**config.mk**
```make
export PLATFORM = sky130hd
export DESIGN_NAME = keypad_entry_scanner
export DESIGN_NICKNAME = d
export VERILOG_FILES = /design/src/rtl/keypad_entry_scanner.sv
export SDC_FILE = /design/constraint.sdc
export NUM_CORES = 1
export LEC_CHECK = 0
export CORE_ASPECT_RATIO = 0.6
export CORE_MARGIN = 10
export CORE_UTILIZATION = 50
export CTS_CLUSTER_DIAMETER = 40
export CTS_CLUSTER_SIZE = 10
export DETAILED_ROUTE_END_ITERATION = 8
export GPL_TIMING_DRIVEN = 0
export PLACE_DENSITY = 0.73
export SETUP_SLACK_MARGIN = 0.15
export SLEW_MARGIN = 20
export SYNTH_ARGS = -nofsm -noshare
export SYNTH_HDL_FRONTEND = slang
export SYNTH_SLANG_ARGS = --single-unit
```
**constraint.sdc**
```tcl
create_clock -name clk -period 3.2 [get_ports clk]
set_input_delay 0.8 -clock clk [delete_from_list [all_inputs] [get_ports clk]]
set_output_delay 0.8 -clock clk [all_outputs]
set_load 0.01 [all_outputs]
```
**src/rtl/keypad_entry_scanner.sv**
```systemverilog
// 4x4 matrix keypad scanner: column drive, frame-based debounce, decimal 0-255 entry.
// Optional auto-repeat of a held key is enabled by defining KEYPAD_AUTOREPEAT_EN.
module keypad_entry_scanner #(
    parameter int SCAN_DIV_W      = 17,
    parameter int DEBOUNCE_FRAMES = 4,
    parameter int REPEAT_FRAMES   = 32
) (
    input  logic       clk,
    input  logic       reset_n,
    input  logic [3:0] row_n,
    output logic [3:0] col_n,
    output logic       key_valid,
    output logic [3:0] key_code,
    output logic [7:0] entry,
    output logic [7:0] value,
    output logic       value_valid,
    output logic       err
);
    localparam logic [3:0] DB_LIM = 4'(DEBOUNCE_FRAMES);
    // A misconfigured instance never evaluates a frame, so it stays silent.
    localparam bit CFG_OK = (SCAN_DIV_W >= 2) && (DEBOUNCE_FRAMES >= 1) &&
                            (DEBOUNCE_FRAMES <= 15) && (REPEAT_FRAMES >= 1);

    typedef enum logic [1:0] {ST_IDLE, ST_PRESS, ST_HELD} state_t;

    logic [3:0]            row_sync1_reg, row_sync2_reg;
    logic [SCAN_DIV_W-1:0] dwell_reg;
    logic [1:0]            col_reg;
    logic                  tick, frame_tick;

    always_ff @(posedge clk or negedge reset_n) begin
        if (!reset_n) begin
            row_sync1_reg <= 4'hF;
            row_sync2_reg <= 4'hF;
            dwell_reg     <= '0;
            col_reg       <= 2'd0;
        end else begin
            row_sync1_reg <= row_n;
            row_sync2_reg <= row_sync1_reg;
            dwell_reg     <= dwell_reg + SCAN_DIV_W'(1);
            if (tick) col_reg <= col_reg + 2'd1;
        end
    end

    assign tick       = &dwell_reg;
    assign frame_tick = tick && (col_reg == 2'd3) && CFG_OK;
    assign col_n      = ~(4'b0001 << col_reg);

    // Per-frame switch count saturates at 2, which already means "ghost".
    logic [3:0] col_hits;
    logic [2:0] col_pop;
    logic [1:0] col_row;
    logic [2:0] hit_sum;
    logic [1:0] hit_total;
    logic [1:0] hit_cnt_reg;
    logic [3:0] hit_code_reg;
    logic [3:0] frame_code;
    logic       frame_single;

    always_comb begin
        col_hits = ~row_sync2_reg;
        col_pop  = 3'd0;
        col_row  = 2'd0;
        for (int r = 0; r < 4; r++) begin
            if (col_hits[r]) begin
                col_pop = col_pop + 3'd1;
                col_row = 2'(r);
            end
        end
        hit_sum      = {1'b0, hit_cnt_reg} + col_pop;
        hit_total    = (hit_sum >= 3'd2) ? 2'd2 : hit_sum[1:0];
        frame_code   = (hit_cnt_reg == 2'd1) ? hit_code_reg : {col_row, col_reg};
        frame_single = frame_tick && (hit_total == 2'd1);
    end

    always_ff @(posedge clk or negedge reset_n) begin
        if (!reset_n) begin
            hit_cnt_reg  <= 2'd0;
            hit_code_reg <= 4'd0;
        end else if (tick) begin
            hit_cnt_reg  <= (col_reg == 2'd3) ? 2'd0 : hit_total;
            hit_code_reg <= frame_code;
        end
    end

    state_t     state_reg, state_next;
    logic [3:0] cand_reg, cand_next;
    logic [3:0] cnt_reg, cnt_next;
    logic [3:0] rcnt_reg, rcnt_next;
    logic       accept, rpt_fire, key_fire;
    logic       key_valid_reg;
    logic [3:0] key_code_reg;

    always_ff @(posedge clk or negedge reset_n) begin
        if (!reset_n) begin
            state_reg     <= ST_IDLE;
            cand_reg      <= 4'd0;
            cnt_reg       <= 4'd0;
            rcnt_reg      <= 4'd0;
            key_valid_reg <= 1'b0;
            key_code_reg  <= 4'd0;
        end else begin
            state_reg     <= state_next;
            cand_reg      <= cand_next;
            cnt_reg       <= cnt_next;
            rcnt_reg      <= rcnt_next;
            key_valid_reg <= key_fire;
            if (key_fire) key_code_reg <= cand_next;
        end
    end

    always_comb begin
        state_next = state_reg;
        cand_next  = cand_reg;
        cnt_next   = cnt_reg;
        rcnt_next  = rcnt_reg;
        if (frame_tick) begin
            case (state_reg)
                ST_IDLE: begin
                    if (frame_single) begin
                        cand_next  = frame_code;
                        cnt_next   = 4'd1;
                        rcnt_next  = 4'd0;
                        state_next = (DB_LIM == 4'd1) ? ST_HELD : ST_PRESS;
                    end
                end
                ST_PRESS: begin
                    if (!frame_single) begin
                        state_next = ST_IDLE;
                    end else if (frame_code == cand_reg) begin
                        cnt_next = cnt_reg + 4'd1;
                        if (cnt_next == DB_LIM) begin
                            state_next = ST_HELD;
                            rcnt_next  = 4'd0;
                        end
                    end else begin
                        cand_next = frame_code;
                        cnt_next  = 4'd1;
                    end
                end
                ST_HELD: begin
                    if (frame_single) begin
                        rcnt_next = 4'd0;
                    end else begin
                        rcnt_next = rcnt_reg + 4'd1;
                        if (rcnt_next == DB_LIM) state_next = ST_IDLE;
                    end
                end
                default: state_next = ST_IDLE;
            endcase
        end
    end

    // A key is accepted exactly when the debouncer enters HELD.
    always_comb begin
        accept   = (state_reg != ST_HELD) && (state_next == ST_HELD);
        key_fire = accept || rpt_fire;
    end

`ifdef KEYPAD_AUTOREPEAT_EN
    localparam int RPT_W = $clog2(REPEAT_FRAMES + 1);
    localparam logic [RPT_W-1:0] RPT_LIM = RPT_W'(REPEAT_FRAMES);
    logic [RPT_W-1:0] rpt_reg, rpt_next;

    always_comb begin
        rpt_next = rpt_reg;
        rpt_fire = 1'b0;
        if (state_reg != ST_HELD) begin
            rpt_next = '0;
        end else if (frame_tick) begin
            if (frame_single && (frame_code == cand_reg)) begin
                if (rpt_reg + RPT_W'(1) == RPT_LIM) begin
                    rpt_fire = 1'b1;
                    rpt_next = '0;
                end else begin
                    rpt_next = rpt_reg + RPT_W'(1);
                end
            end else begin
                rpt_next = '0;
            end
        end
    end

    always_ff @(posedge clk or negedge reset_n) begin
        if (!reset_n) rpt_reg <= '0;
        else          rpt_reg <= rpt_next;
    end
`else
    assign rpt_fire = 1'b0;
`endif

    logic [7:0]  entry_reg, value_reg;
    logic        value_valid_reg, err_reg;
    logic [11:0] digit_sum;

    assign digit_sum = 12'(entry_reg) * 12'd10 + 12'(key_code_reg);

    always_ff @(posedge clk or negedge reset_n) begin
        if (!reset_n) begin
            entry_reg       <= 8'd0;
            value_reg       <= 8'd0;
            value_valid_reg <= 1'b0;
            err_reg         <= 1'b0;
        end else begin
            value_valid_reg <= 1'b0;
            err_reg         <= 1'b0;
            if (key_valid_reg) begin
                case (key_code_reg)
                    4'hA: begin
                        value_reg       <= entry_reg;
                        value_valid_reg <= 1'b1;
                        entry_reg       <= 8'd0;
                    end
                    4'hB: entry_reg <= entry_reg / 8'd10;
                    4'hC: entry_reg <= 8'd0;
                    4'hD, 4'hE, 4'hF: ;
                    default: begin
                        if (digit_sum <= 12'd255) entry_reg <= digit_sum[7:0];
                        else                      err_reg   <= 1'b1;
                    end
                endcase
            end
        end
    end

    assign key_valid   = key_valid_reg;
    assign key_code    = key_code_reg;
    assign entry       = entry_reg;
    assign value       = value_reg;
    assign value_valid = value_valid_reg;
    assign err         = err_reg;
endmodule

```
**Word level (Yosys, flattened, before mapping)**

Cells that the tools add are included.
W data, S select, Z words.

- Input port bits: 6
- Register bits: 70

- Shift-type cells: 1
- Bitwise logic cells: 3
- Multipliers: 1
- Mux-type cells: 40
- $lt $le $gt $ge: 2
- Divide/modulo/power cells: 1
- Equality and inequality tests: 20
- Reductions and logical operators: 15
- $add $sub $neg: 9

Operators with widths:

| operator | count |
|---|---|
| $mux W4 | 13 |
| $eq A4 B4 Y1 const B | 6 |
| $mux W2 | 12 |
| $pmux W8 S3 | 1 |
| $add A17 B1 Y17 const B | 1 |
| $reduce_and A17 Y1 | 1 |
| $pmux W4 S2 | 2 |
| $add A12 B4 Y12 | 1 |
| $le A12 B8 Y1 const B | 1 |
| $pmux W4 S3 | 1 |
| $mul A8 B3 Y11 const B | 1 |
| $ne A2 B2 Y1 const B | 5 |
| $add A4 B1 Y4 const B | 2 |
| $div A8 B4 Y8 const B | 1 |
| $eq A4 B3 Y1 const B | 2 |
| $mux W8 | 1 |
| $not A4 Y4 | 2 |
| $mux W1 | 7 |
| $add A3 B1 Y3 const B | 2 |
| $eq A2 B1 Y1 const B | 3 |
| $eq A2 B2 Y1 const B | 3 |
| $mux W3 | 2 |
| $pmux W2 S3 | 1 |
| $reduce_and A6 Y1 | 1 |
| other kinds (17) | 20 |

**Longest topological paths before layout**

- Word-level depth: 18
- Mapped depth: 14
- Gate-level depth less buffers: 13

**Least setup slack after synthesis**

OpenSTA, ideal clock, no wires.

- Path type: register to register
- Start: register row_sync2_reg[0]
- End: register key_code_reg[3] (netlist: key_code[3])
- Slack: -103 ps
- Buffers on the path: 1
- Arrival: 3178 ps
- Data required time: 3075 ps
- Stages on the path, launching flop included: 14
- Cell sequence: dfstp_2 inv_1 ha_1 xnor2_1 ha_1 mux2i_1 fa_1 xnor3_2 nand3_4 or3_4 buf_6 nand2_2 o21ai_2 mux2_2

- Elaborated cells between the ends (all ways): 24
- Classes of those cells: add/sub: 4; order compare: 1; eq/ne: 2; mux: 14; bitwise: 1; reduce/logical: 2

RTL lines:

| element | RTL line | RTL |
|---|---|---|
| start: declaration | 26 | `logic [3:0] row_sync1_reg, row_sync2_reg;` |
| start signal: assignment | 39 | `row_sync2_reg <= row_sync1_reg;` |
| $not A4 Y4 (*) | 61 | `col_hits = ~row_sync2_reg;` |
| $mux W1 (*) | 65 | `if (col_hits[r]) begin` |
| $add A1 B1 Y2 | 66 | `col_pop = col_pop + 3'd1;` |
| $mux W2 (*) | 65 |  |
| $add A3 B1 Y3 | 66 |  |
| $mux W3 (*) | 65 |  |
| $add A3 B1 Y3 | 66 |  |
| $mux W3 (*) | 65 |  |
| $add A2 B3 Y3 (*) | 70 | `hit_sum = {1'b0, hit_cnt_reg} + col_pop;` |
| $ge A3 B2 Y1 | 71 | `hit_total = (hit_sum >= 3'd2) ? 2'd2 : hit_sum[1:0];` |
| $mux W2 (*) | 71 |  |
| $eq A2 B1 Y1 (*) | 73 | `frame_single = frame_tick && (hit_total == 2'd1);` |
| $logic_and A1 B1 Y1 (*) | 73 |  |
| $mux W4, on equally long branches | 128, 120 |  |
| $pmux W4 S2 (*) | 118 | `case (state_reg)` |
| $mux W4 (*) | 117 | `if (frame_tick) begin` |
| named net cand_next[3] | 87 | `logic [3:0] cand_reg, cand_next;` |
| end signal: assignment | 108 | `if (key_fire) key_code_reg <= cand_next;` |
| end: declaration | 92 | `logic [3:0] key_code_reg;` |

Mark *: on every way through the listed nets, which the timed path passes. The rest lies on a longest branch.
A chain may end at the register's enable or synchronous reset.

**Worst setup path after layout**

- Start: register row_sync2_reg[0]
- End: register key_code_reg[1] (netlist: key_code[1])

The elaborated chain is that of the path after synthesis.

==> run metrics <==
Power Density between 300 and 400 mW/mm2; Reg power frac a little under half; CP arrival 3330 ps; top sig layer met4; max cap viols 0; fillers 580; Slowest-stage cell, CP dfstp_2; switching share of total power around a fifth; Ys Warns 0; gr usage total 14.6%; initial antenna violation count 0; status finished, final reports clean; PortBufs 32; global-route wire length before repair 15.4 mm; VDD IR-drop max 0.000271 V; CTS buffer count 9; DR WL met3 570 um; Longest Clk Path Bufs 2; most frequent CP cell inv_2; most frequent cells in the layout 58 x dfrtp_1, 33 x nand2_1, 31 x clkdlybuf4s50_1; largest net degree at the start of global routing between 50 and 60; n_diodes 0; Setup CP Type flip-flop to flip-flop; vias 3269; CP Max Fanout 7; DP HPWL 6.67 mm; met1 wire length 4.73 mm; nets 505; Final Max Tran Viols 0; setup violators final 0; Min-Delay Path Class input port to async pin; Clock Skews between 8 and 9 ps; Least-Margin Pin Slew 623 ps; critical-path cell list inv_2, ha_4, xnor2_4, xnor2_2, ha_2, inv_2, fa_2, xnor3_2, nand3_4, or3_4, buf_8, nand2_2, o21ai_2, mux2_2; slew margin rel. between 50 and 60%; Netlist cell types 61; I/O pins 33; Pint 1.56 mW; vias in the first global route around 3100; die area about 0.013 mm2; metal2 WL 4.62 mm; Final Hold Fails 0; RSZ-0062 raised after global routing yes; root buf cell clkbuf_16; Cell Area, Synth 0.00422 mm2; Clock transition at path regs 60 ps; commonest non-fill, non-tap cell in the layout dfrtp_1; Area Growth Syn to Fin 27.4%; Buf+Inv Stages, Crit Path 3; Final min period 3130 ps; Gate power share 4.9%; FP Rows 25; ys flop type dfrtp_1; cell family with most CP delay adder cells; EDFF count, synth 0; Post-DP Area 0.00472 mm2; Largest stage delay, worst path about 540 ps; total core area roughly 0.008 mm2; clock network fraction of total power 49.6%; Chip Height 91.2 um; Die Width 139 um; CP Launch Type flip-flop; Max Fclk between 0.3 and 0.4 GHz; global route total overflow 0; routed vias/inst 5.65; drt wl/cell 17.3 um; gate count after technology mapping 402; Leakage 2.48 nW; Mean Syn Cell Area ~11 um2; # DRC 0; DRT antenna net count 0; sequential share of the synthesized area about two fifths; Iter 0 DRT Violations 252; worst hold margin around 320 ps; Routed WL approximately 10 mm; share of post-route cells with drive strength above 1 26.1%; H-tree depth 3; hold buffer count at CTS 0; CTS tree yes; P_sw 0.418 mW; fin crit share 97.8%; gp weighted congestion about 0.91; Yosys reg bits 70; Clk Latency, worst-skew pair 330 ps; clock sink count 70; Worst Setup End Kind flip-flop; Finished Cell Area 0.00538 mm2; CP required approximately 3400 ps; Initial Util 52.5%; Syn Nets 440; DR pass1 iterations 4; FFs w/ async S/R, synth 100%; Largest register FFs 17
power by group through the flow:
stage,clock network (mW),logic [mW],registers [mW]
2_1_floorplan,0,0.0433,0.914
3_3_place_gp,0,0.0718,0.914
3_5_place_dp,0,0.0782,0.914
4_1_cts,1.01,0.0930,0.899
5_1_grt,1.04,0.108,0.900
6_report,0.983,0.0976,0.900
what timing repair did:
item / CTS / global route
buffers inserted: 13 / 8
resized for setup: 14 / 31
endpoints found under the setup margin: 16 / 22
endpoints found under the hold margin: 0 / 0
pin swaps: 8 / 11
path summary, 6_finish.rpt:
check	startpoint	to	slack [ps]	depth (start not counted)
setup / recovery	row_sync2_reg[0]$_DFF_PN1_	key_code[1]$_DFFE_PN0P_	70	14
hold / removal	reset_n	col_reg[0]$_DFFE_PN0P_	320	1
setup reg to reg	row_sync2_reg[0]$_DFF_PN1_	key_code[1]$_DFFE_PN0P_	70	14
hold reg to reg	row_sync1_reg[0]$_DFF_PN1_	row_sync2_reg[0]$_DFF_PN1_	360	0
max in group asynchronous	reset_n	row_sync2_reg[2]$_DFF_PN1_	2330	2
min in group clk	row_sync1_reg[0]$_DFF_PN1_	row_sync2_reg[0]$_DFF_PN1_	360	0
cells in the mapped netlist, drive strengths merged (5+ instances only):
master	number	area, um2
dfrtp	62	1550
nand2	39	159
ha	29	363
o21ai	24	131
mux2	22	248
nor2	22	82.6
xnor2	21	184
inv	20	75.1
a21oi	17	96.4
nand3	13	82.6
xor2	13	114
nor2b	12	75.1
dfstp	8	210
nand2b	8	57.6
and3	7	43.8
clkbuf	7	26.3
mux2i	7	108
a21o	6	45.0
buf	6	55.1
a31oi	5	31.3
nor3	5	30.0
nor3b	5	37.5
cell families (layout without fill, tap and decap cells):
logic type | count (synthesis) | after routing | synth area share, %
muxes | 29 | 29 | 8.42
adders and majority gates | 32 | 32 | 10.0
xor gates and xnor gates | 35 | 35 | 7.62
and+or+nand+nor | 122 | 122 | 15.8
buffers and inverters | 33 | 102 | 3.70
AOI/OAI and AO/OA | 81 | 81 | 12.7
DFF | 70 | 70 | 41.7
worst reg2reg max path: cells and delay by family (launching register included):
family	cells	cell delay, ps
fa+ha+maj	3	820
flops	1	540
simple gates	3	540
xor+xnor	3	530
buf+inv	3	260
mux	1	260
compound gates	1	60
through the flow:
stage	util, %	setup WS, ps	std cells	total power [mW]	setup TNS, ps
2_1_floorplan	-	161	402	0.957	0
3_3_place_gp	58.5	-938	542	0.986	-59560
3_5_place_dp	58.8	-85.3	543	0.992	-501
4_1_cts	64.5	73.9	571	2.00	0
5_1_grt	66.9	-20.2	579	2.05	-59.9
6_report	66.9	71.0	579	1.98	0
routing by layer:
metal | vias up | global-route usage [%]
li1 | 1545 | -
met1 | 1612 | 19.9
met2 | 101 | 22.4
met3 | 11 | 3.80
met4 | 0 | 3.72
met5 | - | 0
layout make-up:
class / instances / area [um2] / area share [%]
Clock buffer: 10 / 239 / 4.44
Sequential cell: 70 / 1770 / 32.8
Inverter: 20 / 75.1 / 1.40
Multi-Input combinational cell: 299 / 2490 / 46.4
Buffer: 13 / 85.1 / 1.58
Clock inverter: 5 / 60.1 / 1.12
Tap cell: 108 / 135 / 2.51
Timing Repair Buffer: 54 / 523 / 9.72
Power figures use the tool's default switching activity.
